`config.mk`:
```
export PLATFORM = sky130hd
export DESIGN_NAME = counter_unit_mod
export DESIGN_NICKNAME = d
export VERILOG_FILES = /design/src/rtl/counter_pkg.sv /design/src/rtl/counter_prescaler.sv /design/src/rtl/counter_unit_mod.sv
export SDC_FILE = /design/constraint.sdc
export NUM_CORES = 1
export LEC_CHECK = 0
export ABC_AREA = 1
export CORE_AREA = 2 2 39 41
export CTS_BUF_LIST = sky130_fd_sc_hd__clkbuf_4
export CTS_CLUSTER_SIZE = 8
export DETAILED_ROUTE_END_ITERATION = 8
export DIE_AREA = 0 0 41 43
export PLACE_DENSITY = 0.71
export SLEW_MARGIN = 0
export SYNTH_ARGS = -nofsm -noshare
export SYNTH_HDL_FRONTEND = slang
export SYNTH_SLANG_ARGS = --single-unit
```
`constraint.sdc`:
```
create_clock -name ck -period 1.2 [get_ports ck]
set_input_delay 0.18 -clock ck [delete_from_list [all_inputs] [get_ports ck]]
set_output_delay 0.18 -clock ck [all_outputs]
set_load 0.005 [all_outputs]
```
`src/rtl/counter_pkg.sv`:
```
// Shared constants and elaboration helpers for the modulo counter family.
package counter_pkg;

  localparam logic CNT_UP    = 1'b1;
  localparam logic CNT_DOWN  = 1'b0;
  localparam logic MODE_WRAP = 1'b0;
  localparam logic MODE_SAT  = 1'b1;

  // Bits needed to hold 0..value-1; never less than one bit.
  function automatic int clog2(input int value);
    int r;
    r = 1;
    for (int i = 1; i < 31; i++) begin
      if ((32'sd1 <<< i) < value) r = i + 1;
    end
    return r;
  endfunction

endpackage

```
`src/rtl/counter_prescaler.sv`:
```
// Divides the count enable by PRESCALE; tick fires on the last enabled clock of each period.
module counter_prescaler
  import counter_pkg::*;
#(
  parameter int PRESCALE = 1
) (
  input  logic ck,
  input  logic res,
  input  logic en,
  input  logic clr,
  output logic tick
);

  if (PRESCALE == 1) begin : g_pass
    logic unused_s;
    assign unused_s = &{1'b0, ck, res, clr};
    assign tick     = en;
  end else begin : g_div
    localparam int PW = clog2(PRESCALE);
    localparam logic [PW-1:0] LAST_V = PW'(PRESCALE - 1);
    localparam logic [PW-1:0] ONE_V  = PW'(1);
    logic [PW-1:0] cnt_r;

    assign tick = en && (cnt_r == LAST_V);

    // Phase counter: clears on load, advances only on enabled clocks.
    always_ff @(posedge ck or negedge res) begin
      if (!res) begin
        cnt_r <= {PW{1'b0}};
      end else if (clr) begin
        cnt_r <= {PW{1'b0}};
      end else if (en) begin
        cnt_r <= (cnt_r == LAST_V) ? {PW{1'b0}} : cnt_r + ONE_V;
      end else begin
        cnt_r <= cnt_r;
      end
    end
  end

endmodule

```
`src/rtl/counter_unit_mod.sv`:
```
// Up/down modulo-N counter with load, prescaled enable, wrap/saturate and cascade outputs.
module counter_unit_mod
  import counter_pkg::*;
#(
  parameter int WIDTH    = 4,
  parameter int MODULUS  = 16,
  parameter int PRESCALE = 1
) (
  input  logic             ck,
  input  logic             res,
  input  logic             en,
  input  logic             up,
  input  logic             ld,
  input  logic [WIDTH-1:0] d,
  input  logic             sat,
  output logic [WIDTH-1:0] q,
  output logic             tc,
  output logic             ovf
);

  if (MODULUS < 2 || MODULUS > (2 ** WIDTH) || PRESCALE < 1) begin : g_bad_param
    $fatal(1, "counter_unit_mod: illegal MODULUS/PRESCALE for WIDTH");
  end

  localparam logic [WIDTH-1:0] MAX_V  = WIDTH'(MODULUS - 1);
  localparam logic [WIDTH-1:0] ZERO_V = {WIDTH{1'b0}};
  localparam logic [WIDTH-1:0] ONE_V  = WIDTH'(1);
  // One extra bit so the clamp compare stays meaningful when MODULUS == 2**WIDTH.
  localparam logic [WIDTH:0]   MOD_V  = (WIDTH + 1)'(MODULUS);

  logic             tick_s;
  logic [WIDTH-1:0] q_r;
  logic [WIDTH-1:0] q_nxt_s;
  logic             ovf_r;
  logic             ovf_nxt_s;

  counter_prescaler #(.PRESCALE(PRESCALE)) u_presc (
    .ck   (ck),
    .res  (res),
    .en   (en),
    .clr  (ld),
    .tick (tick_s)
  );

  // Next count and overflow flag; load beats tick, and a boundary tick always flags ovf.
  always_comb begin
    q_nxt_s   = q_r;
    ovf_nxt_s = 1'b0;
    if (ld) begin
      q_nxt_s = ({1'b0, d} >= MOD_V) ? MAX_V : d;
    end else if (tick_s) begin
      if (up == CNT_UP) begin
        if (q_r == MAX_V) begin
          ovf_nxt_s = 1'b1;
          q_nxt_s   = (sat == MODE_SAT) ? q_r : ZERO_V;
        end else begin
          q_nxt_s = q_r + ONE_V;
        end
      end else begin
        if (q_r == ZERO_V) begin
          ovf_nxt_s = 1'b1;
          q_nxt_s   = (sat == MODE_SAT) ? q_r : MAX_V;
        end else begin
          q_nxt_s = q_r - ONE_V;
        end
      end
    end else begin
      q_nxt_s   = q_r;
      ovf_nxt_s = 1'b0;
    end
  end

  // Count and overflow registers.
  always_ff @(posedge ck or negedge res) begin
    if (!res) begin
      q_r   <= ZERO_V;
      ovf_r <= 1'b0;
    end else begin
      q_r   <= q_nxt_s;
      ovf_r <= ovf_nxt_s;
    end
  end

  assign tc  = (up == CNT_UP) ? (q_r == MAX_V) : (q_r == ZERO_V);
  assign q   = q_r;
  assign ovf = ovf_r;

endmodule

```
* Word level (Yosys, flattened, before mapping)
Cells that the tools add are included.
** Storage, ports and cells
- Input port bits :: 10
- Word-level logic and storage cells :: 23
- Flip-flop bits (word level) :: 5
- Output and inout bits :: 6
** Operators by class
- Reductions and logical operators :: 3
- Add/subtract/negate cells :: 2
- Multiplexer cells :: 13
- Equality and inequality tests :: 3
** Operators by type and width (count)
- two-way mux 4 bit :: 7
- inequality test 4 bit, second input constant :: 2
- two-way mux 1 bit :: 6
- adder 4 x 1 -> 4 bit, second input constant :: 1
- == test 4 bit, second input constant :: 1
- logical NOT 4 bit :: 1
- subtractor 4 x 1 -> 4 bit, second input constant :: 1
- AND reduction 3 bit :: 1
- nonzero test 2 bit :: 1

* Longest topological paths before layout
Gate-level depths: netlist of run 1.
- Depth after elaboration :: 5
- Depth in mapped cells :: 9
- Gate-level depth less buffers :: 9

* By module
From an unflattened synthesis of run 1, not the netlist that was laid out.
** Second synthesis, totals
- Cells, all modules :: 72
- Area total of the unflattened synthesis :: 451.7 um2
** By module, submodules not included
- counter_unit_mod :: area each 444.2 um2, times used 1, seq. area each 125.1 um2, cells each 71
- counter_prescaler :: area each 7.5 um2, times used 1, seq. area each 0.0 um2, cells each 1

* Least setup slack after synthesis of run 1
OpenSTA, ideal clock, no wires.
- Path kind :: register to register
- Start :: register q_r[0] (netlist: q[0])
- End :: register q_r[1] (netlist: q[1])
- Data required time :: 1082 ps
- Period minus slack after synthesis :: 1294 ps
- Data arrival time :: 1176 ps
- Setup time :: 118 ps
- Buffers on the path :: 0
- Setup slack :: -94 ps
- Stages on the path, launching flop included :: 10
- Cell sequence :: dfrtp_1 > inv_1 > ha_1 > inv_1 > nor2_1 > nand4_1 > nand3_2 > inv_2 > nand2_1 > o21ai_2
** On the way
- Cells in the longest elaborated chain, start to end :: 5
- Elaborated cells on any way between the ends :: 12
- Classes of those cells :: add/sub (2); eq/ne (3); mux (5); reduce/logical (2)
** RTL lines
- start: declaration :: RTL line counter_unit_mod.sv:32 : logic [WIDTH-1:0] q_r;
- start signal: assignment :: RTL line counter_unit_mod.sv:79 : q_r <= q_nxt_s;
- subtractor 4 x 1 -> 4 bit (tied with other cells) :: RTL line counter_unit_mod.sv:64 : q_nxt_s = q_r - ONE_V;
- two-way mux 4 bit (on tied branches) :: RTL line counter_unit_mod.sv:60, counter_unit_mod.sv:53
- two-way mux 4 bit :: RTL line counter_unit_mod.sv:52 : if (up == CNT_UP) begin
- two-way mux 4 bit :: RTL line counter_unit_mod.sv:51 : end else if (tick_s) begin
- two-way mux 4 bit :: RTL line counter_unit_mod.sv:49 : if (ld) begin
Several ways; a longest one is shown, not always the timed one. The select of a mux whose other input is x is not followed.
A chain may end at the register's enable or synchronous reset.

* Final worst setup path of run 1
- Start :: register q_r[1] (netlist: q[1])
- End :: output port tc
** On the way
- Cells in the longest elaborated chain, start to end :: 2
- Elaborated cells on any way between the ends :: 3
- Classes of those cells :: eq/ne (1); mux (1); reduce/logical (1)
** RTL lines
- == test 4 bit or logical NOT 4 bit (tied branches) :: RTL line counter_unit_mod.sv:84 : assign tc = (up == CNT_UP) ? (q_r == MAX_V) : (q_r == ZERO_V);
- two-way mux 1 bit * :: RTL line counter_unit_mod.sv:84
- end: declaration :: RTL line counter_unit_mod.sv:17 : output logic tc,
Mark *: on every way between the ends. The rest lies on a longest branch, timed or not.

==> results.sh, run 1 <==
export IMPL_cp_end_kind="output pin"
export IMPL_wl_um=1360
export IMPL_port_buffer_count=15
export IMPL_clock_skew_ns=0.00380
export IMPL_status="finished, violations left"
export IMPL_dieArea_mm2=0.00176
export IMPL_drt_iter0_markers=6
export IMPL_antenna_cells=0
export IMPL_drive_gt1_share_pct=46.4
export IMPL_powerDensity_mw_per_mm2=1170
export IMPL_period_minus_slack_ns=1.46
export IMPL_num_io_pins=16
export IMPL_netlist_area_um2=447
export IMPL_r2r_end="q[3]"
export IMPL_viasPerCell=4.60
export IMPL_finalWorstSetupSlack_ns=-0.256
export IMPL_path_class="register to output pin"
export IMPL_cp_required_ns=1.02
export IMPL_reg2regPathDepth=10
export IMPL_hold_ws_ns=0.162
export IMPL_clock_latency_ns=0.24
export IMPL_grt_pass1_wl_um=2160
export IMPL_drc=0
export IMPL_r2r_start="q[1]"
export IMPL_tns_ns=-1.09
export IMPL_hold_viol_final=0
export IMPL_p_leak_nw=0.455
export IMPL_root_buffer="clkbuf_4"
export IMPL_num_vias=589
export IMPL_rsz0062_at_grt="true"
export IMPL_violations="negative setup slack"
export IMPL_gpl_final_weighted_congestion=0.731
export IMPL_dieHeight_um=43
export IMPL_synth_seq_cells=5
export IMPL_ant_nets=0
export IMPL_vdd_ir_drop_worst_mv=0.753
export IMPL_htree_levels=1
export IMPL_fin_crit_sh_pct=121
export IMPL_multi_input_area_um2=319
export IMPL_avgSynthCellArea_um2=6.38
export IMPL_synth_cell_types=17
export IMPL_fillCellCount=124
export IMPL_stdcell_count=128
export IMPL_first_global_vias=568
export IMPL_start_util_pct=32.3
export IMPL_regArea_um2=126
export IMPL_maxSlewViolCount=0
export IMPL_synthCells=70
export IMPL_dpl_worst_slack_ns=-0.417
export IMPL_grt_overflow=0
export IMPL_yosysSeqAreaShare_pct=28.0
export IMPL_antenna_found_initial=0
export IMPL_numCtsBuffers=3
export IMPL_holdBufCountCts=0
export IMPL_fmax_ghz=0.687
export IMPL_ff2ff_setup_slack_ns=-0.23
export IMPL_path_clk_slew_ns=0.04
export IMPL_core_region_area_mm2=0.00138
export IMPL_hp_class="input port to async pin"
export IMPL_critPathMaxFanout=4
export IMPL_synthToLayoutAreaGrowth_pct=103
export IMPL_dp_final_hpwl_um=932
export IMPL_grt_max_degree=9
export IMPL_slew_headroom_pct=83.3
export IMPL_start_kind="register"
export IMPL_clock_sinks=5
export IMPL_cts_max_path_buffers=2
export IMPL_nNetsFinal=125
export IMPL_setup_viol_count_final=5
export IMPL_cp_data_arrival_time_ns=1.28
export IMPL_yosys_warnings=0
export IMPL_syn_nets=82
export IMPL_rows=14
export IMPL_cts_tree="done"
export IMPL_place_inst=114
export IMPL_fp_dieW_um=41
export IMPL_drt_first_pass_iters=3
export IMPL_gr_usage_all_layers_pct=17.9
export IMPL_worstMarginPinSlew_ns=0.250
export IMPL_max_cap_violations=0
export IMPL_wire_per_inst_um=10.6
[cell usage after synthesis]
master / instances / share of area, %
nand2_1: 19 / 16
inv_1: 9 / 7.6
nand3_1: 8 / 9.0
nor2_1: 8 / 6.7
dfrtp_1: 5 / 28
o21ai_0: 4 / 4.5
a21oi_1: 2 / 2.2
buf_4: 2 / 3.4
ha_1: 2 / 5.6
inv_2: 2 / 1.7
nand4_1: 2 / 2.8
nor3_1: 2 / 2.2
buf_6: 1 / 2.5
nand3_2: 1 / 2.2
o211ai_1: 1 / 1.7
o21ai_2: 1 / 2.0
xor2_1: 1 / 2.0
[how the worst max path moves through the flow]
| stage | from | endpoint | slack [ns] | cells past startpoint |
|---|---|---|---|---|
| 2_1_floorplan | q[0] | q[1] | -0.05 | 9 |
| 3_3_place_gp | q[0] | tc | -0.40 | 7 |
| 3_5_place_dp | q[0] | tc | -0.42 | 7 |
| 4_1_cts | q[1] | tc | -0.25 | 7 |
| 5_1_grt | q[1] | tc | -0.34 | 7 |
| 6_report | q[1] | tc | -0.26 | 7 |
[per-stage QoR]
step	area [um2]	utilization [%]	power, mW
2_1_floorplan	460	-	0.446
3_3_place_gp	724	52.4	0.671
3_5_place_dp	724	52.4	0.678
4_1_cts	855	61.8	0.994
5_1_grt	906	65.5	1.16
6_report	906	65.5	1.06
[per-layer routing]
metal | GRT usage [%] | up-vias | share of wire (%)
li1 | - | 309 | -
met2 | 33.1 | 15 | 55
met4 | 2.00 | 0 | 0
met5 | 0 | - | 0
met1 | 17.5 | 265 | 41
met3 | 7.85 | 0 | 3.9
[cell families after synthesis]
kind of cell	after synthesis	synth area share (%)
XOR/XNOR	1	1.96
AO/OA/AOI/OAI	8	10.4
adder cells (fa/ha/maj)	2	5.60
AND/OR/NAND/NOR	40	38.9
flip-flops	5	28.0
buffers and inverters	14	15.1
[flip-flops by register name, summed over array words and instances, names as in the netlist]
signal,count
q,4
ovf,1
[cell type report]
| type | instances | share of cell area [%] |
|---|---|---|
| Clock buffer | 4 | 3.31 |
| Sequential cell | 5 | 14.0 |
| Multi-Input combinational cell | 51 | 35.2 |
| Inverter | 11 | 5.11 |
| Timing Repair Buffer | 41 | 40.2 |
| Tap cell | 16 | 2.21 |
[critical path, cell delays in order (launching register included)]
cell     delay, ns
dfrtp_1       0.41
inv_2         0.09
ha_4          0.14
inv_4         0.04
nor3_4        0.13
o21ai_2       0.08
inv_1         0.05
buf_2         0.10
[power by group]
part / switching (mW) / internal, mW
Combinational: 0.268 / 0.358
Clock: 0.0645 / 0.148
Sequential: 0.0245 / 0.197
Total: 0.357 / 0.703
[cells in the final DEF (no fill, tap or decap), types with 2 or more instances in the layout]
cell	synthesis	routed
clkdlybuf4s50_1	0	9
nand2_2	0	3
o21ai_2	1	2
inv_2	2	3
nand3_1	8	6
clkdlybuf4s15_1	0	2
a21oi_1	2	2
inv_1	9	6
nand2_1	19	16
nand3_2	1	2
nand4_1	2	2
buf_6	1	8
o21ai_0	4	2
nor2_1	8	6
dfrtp_1	5	4
buf_4	2	20
inv_4	0	2
clkbuf_4	0	4
[what timing repair did]
item | CTS | global route
pin swaps | 8 | 5
resized for setup | 30 | 13
setup endpoints to repair | 11 | 9
buffers inserted | 11 | 2
No activity file was read; power rests on OpenSTA's default activity.
==> run 2: changes to the inputs <==
--- a/config.mk
+++ b/config.mk
@@ -6,6 +6,7 @@
 export NUM_CORES = 1
 export LEC_CHECK = 0
 export ABC_AREA = 1
+export CAP_MARGIN = 20
 export CORE_AREA = 2 2 39 41
 export CTS_BUF_LIST = sky130_fd_sc_hd__clkbuf_4
 export CTS_CLUSTER_SIZE = 8
==> constraint.sdc (replaced) <==
create_clock -name ck -period 1.2 [get_ports ck]
set_input_delay 0.18 -clock ck [delete_from_list [all_inputs] [get_ports ck]]
set_output_delay 0.18 -clock ck [all_outputs]
set_load 0.02 [all_outputs]
==> run 2 against run 1 <==
The flow still finishes with violations (negative setup slack). Via count decreased by 6.1%. Critical path depth stayed put. Maximum frequency decreased by 1.6%. Setup slack got worse by 0.024 ns. Final area fell by 12%. Sequential share of layout area rose by 2.1 points. Sequential cell count is the same. Critical path type unchanged.
==> results.sh, run 2 (same netlist as run 1, synthesis figures left out) <==
export IMPL_status="finished, violations left"
export IMPL_violations="negative setup slack"
export IMPL_postLayoutCellArea_um2=795
export IMPL_nNetsFinal=116
export IMPL_root_buffer="clkbuf_4"
export IMPL_fin_crit_sh_pct=123
export IMPL_max_cap_violations=0
export IMPL_worstMarginPinSlew_ns=0.253
export IMPL_stdcell_count=119
export IMPL_cp_data_arrival_time_ns=1.30
export IMPL_viasPerCell=4.65
export IMPL_final_cell_mix="16 x nand2_1, 15 x buf_4, 9 x clkdlybuf4s50_1"
export IMPL_holdBufCountCts=0
export IMPL_switching_share_pct=36.5
export IMPL_wl_um=1280
export IMPL_rows=14
export IMPL_start_util_pct=32.3
export IMPL_hp_class="input port to async pin"
export IMPL_dieArea_mm2=0.00176
export IMPL_r2r_start="q[1]"
export IMPL_port_buffer_count=15
export IMPL_critPathMaxFanout=4
export IMPL_cp_end_kind="output pin"
export IMPL_p_leak_nw=0.404
export IMPL_numCtsBuffers=3
export IMPL_ff2ff_setup_slack_ns=-0.26
export IMPL_combPwrFrac_pct=53.8
export IMPL_drt_iter0_markers=19
export IMPL_rsz0062_at_grt="true"
export IMPL_crit_top_cell="inv_2"
export IMPL_regArea_um2=128
export IMPL_p_sw_uw=355
export IMPL_clock_sinks=5
export IMPL_path_clk_slew_ns=0.04
export IMPL_layout_commonest_cell="nand2_1"
export IMPL_antenna_found_initial=0
export IMPL_path_class="register to output pin"
export IMPL_dieHeight_um=43
export IMPL_dpl_worst_slack_ns=-0.504
export IMPL_gpl_final_weighted_congestion=0.767
export IMPL_drc=0
export IMPL_cts_max_path_buffers=2
export IMPL_vdd_ir_drop_worst_mv=0.661
export IMPL_clock_latency_ns=0.24
export IMPL_synthToLayoutAreaGrowth_pct=77.9
export IMPL_hold_viol_final=0
export IMPL_fillCellCount=139
export IMPL_crit_chain="inv_2 -> ha_4 -> inv_2 -> nor3_2 -> o21ai_2 -> inv_1 -> buf_6"
export IMPL_cp_required_ns=1.02
export IMPL_wire_per_inst_um=10.7
export IMPL_powerDensity_mw_per_mm2=1220
export IMPL_drive_gt1_share_pct=43.7
export IMPL_finalWorstSetupSlack_ns=-0.280
export IMPL_cts_tree="done"
export IMPL_htree_levels=1
export IMPL_drt_first_pass_iters=4
export IMPL_num_io_pins=16
export IMPL_gr_usage_all_layers_pct=18.0
export IMPL_slew_headroom_pct=83.1
export IMPL_core_region_area_mm2=0.00138
export IMPL_ant_nets=0
export IMPL_antenna_cells=0
export IMPL_reg2regPathDepth=10
export IMPL_place_inst=113
export IMPL_period_minus_slack_ns=1.48
export IMPL_slowest_stage="dfrtp_2"
export IMPL_dp_final_hpwl_um=1020
export IMPL_fmax_ghz=0.676
export IMPL_fp_dieW_um=41
export IMPL_setup_viol_count_final=5
export IMPL_start_kind="register"
export IMPL_pwr_share_seq_pct=24.2
export IMPL_first_global_vias=519
export IMPL_multi_input_area_um2=302
export IMPL_num_vias=553
export IMPL_crit_buf_inv=4
export IMPL_grt_max_degree=7
export IMPL_maxSlewViolCount=0
export IMPL_cp_top_family="flip-flops"
export IMPL_pwr_share_clk_pct=22.0
export IMPL_placed_cell_area_um2=718
export IMPL_internal_power_uw=616
export IMPL_grt_overflow=0
export IMPL_post_route_util_pct=57.4
export IMPL_clock_skew_ns=0.000567
export IMPL_grt_pass1_wl_um=2060
export IMPL_largest_register_ffs=4
export IMPL_slowest_delay_ns=0.42
export IMPL_r2r_end="q[1]"
run 2: through the flow:
stage	hold slack (ns)	power [mW]	setup TNS, ns
floorplan	-0.116	0.484	-0.355
global placement	0.423	0.707	-2.05
detailed placement	0.432	0.715	-2.31
CTS	0.174	0.946	-1.13
global route	0.181	1.05	-1.69
finish	0.174	0.970	-1.20
run 2: how the worst max path moves through the flow:
stage | start | depth (start not counted) | to | slack (ns)
detailed placement | q[1] | 7 | tc | -0.50
global placement | q[1] | 7 | tc | -0.48
global route | q[1] | 10 | q[1] | -0.36
floorplan | q[1] | 9 | q[1] | -0.09
finish | q[1] | 7 | tc | -0.28
CTS | q[1] | 7 | tc | -0.27
run 2: timing repair:
| item | 4_1_cts | 5_1_grt |
|---|---|---|
| buffers inserted | 2 | 1 |
| pin swaps | 3 | 1 |
| gates resized for setup | 32 | 7 |
| endpoints found under the setup margin | 10 | 7 |
run 2: final cells by class:
| class | instances | area share, % |
|---|---|---|
| well taps | 16 | 2.52 |
| inverters | 11 | 5.51 |
| multi-input cells | 51 | 38.0 |
| repair buffers | 32 | 34.2 |
| clock buffers | 4 | 3.78 |
| flip-flops and latches | 5 | 16.1 |
run 2: worst reg2reg max path, stage by stage, from the launching register on:
cell,delay [ns]
dfrtp_2,0.42
inv_2,0.08
ha_4,0.13
inv_2,0.04
buf_4,0.13
nor2_2,0.07
nand4_1,0.13
nand3_4,0.18
inv_4,0.06
nand2_2,0.05
o21ai_2,0.04
run 2: per-layer routing:
metal,vias up,part of all wire (%),wire (um),global-route usage (%)
li1,291,-,-,-
met2,13,55,707,28.4
met1,247,40,512,20.7
met3,2,3.1,39,4.71
met4,0,1.3,16,10.0
met5,-,0,0,0
run 2: power by group through the flow:
stage / registers [mW] / clock network (mW) / logic (mW)
floorplan: 0.270 / 0 / 0.214
global placement: 0.229 / 0 / 0.477
detailed placement: 0.232 / 0 / 0.483
CTS: 0.232 / 0.222 / 0.492
global route: 0.239 / 0.237 / 0.579
finish: 0.235 / 0.214 / 0.522
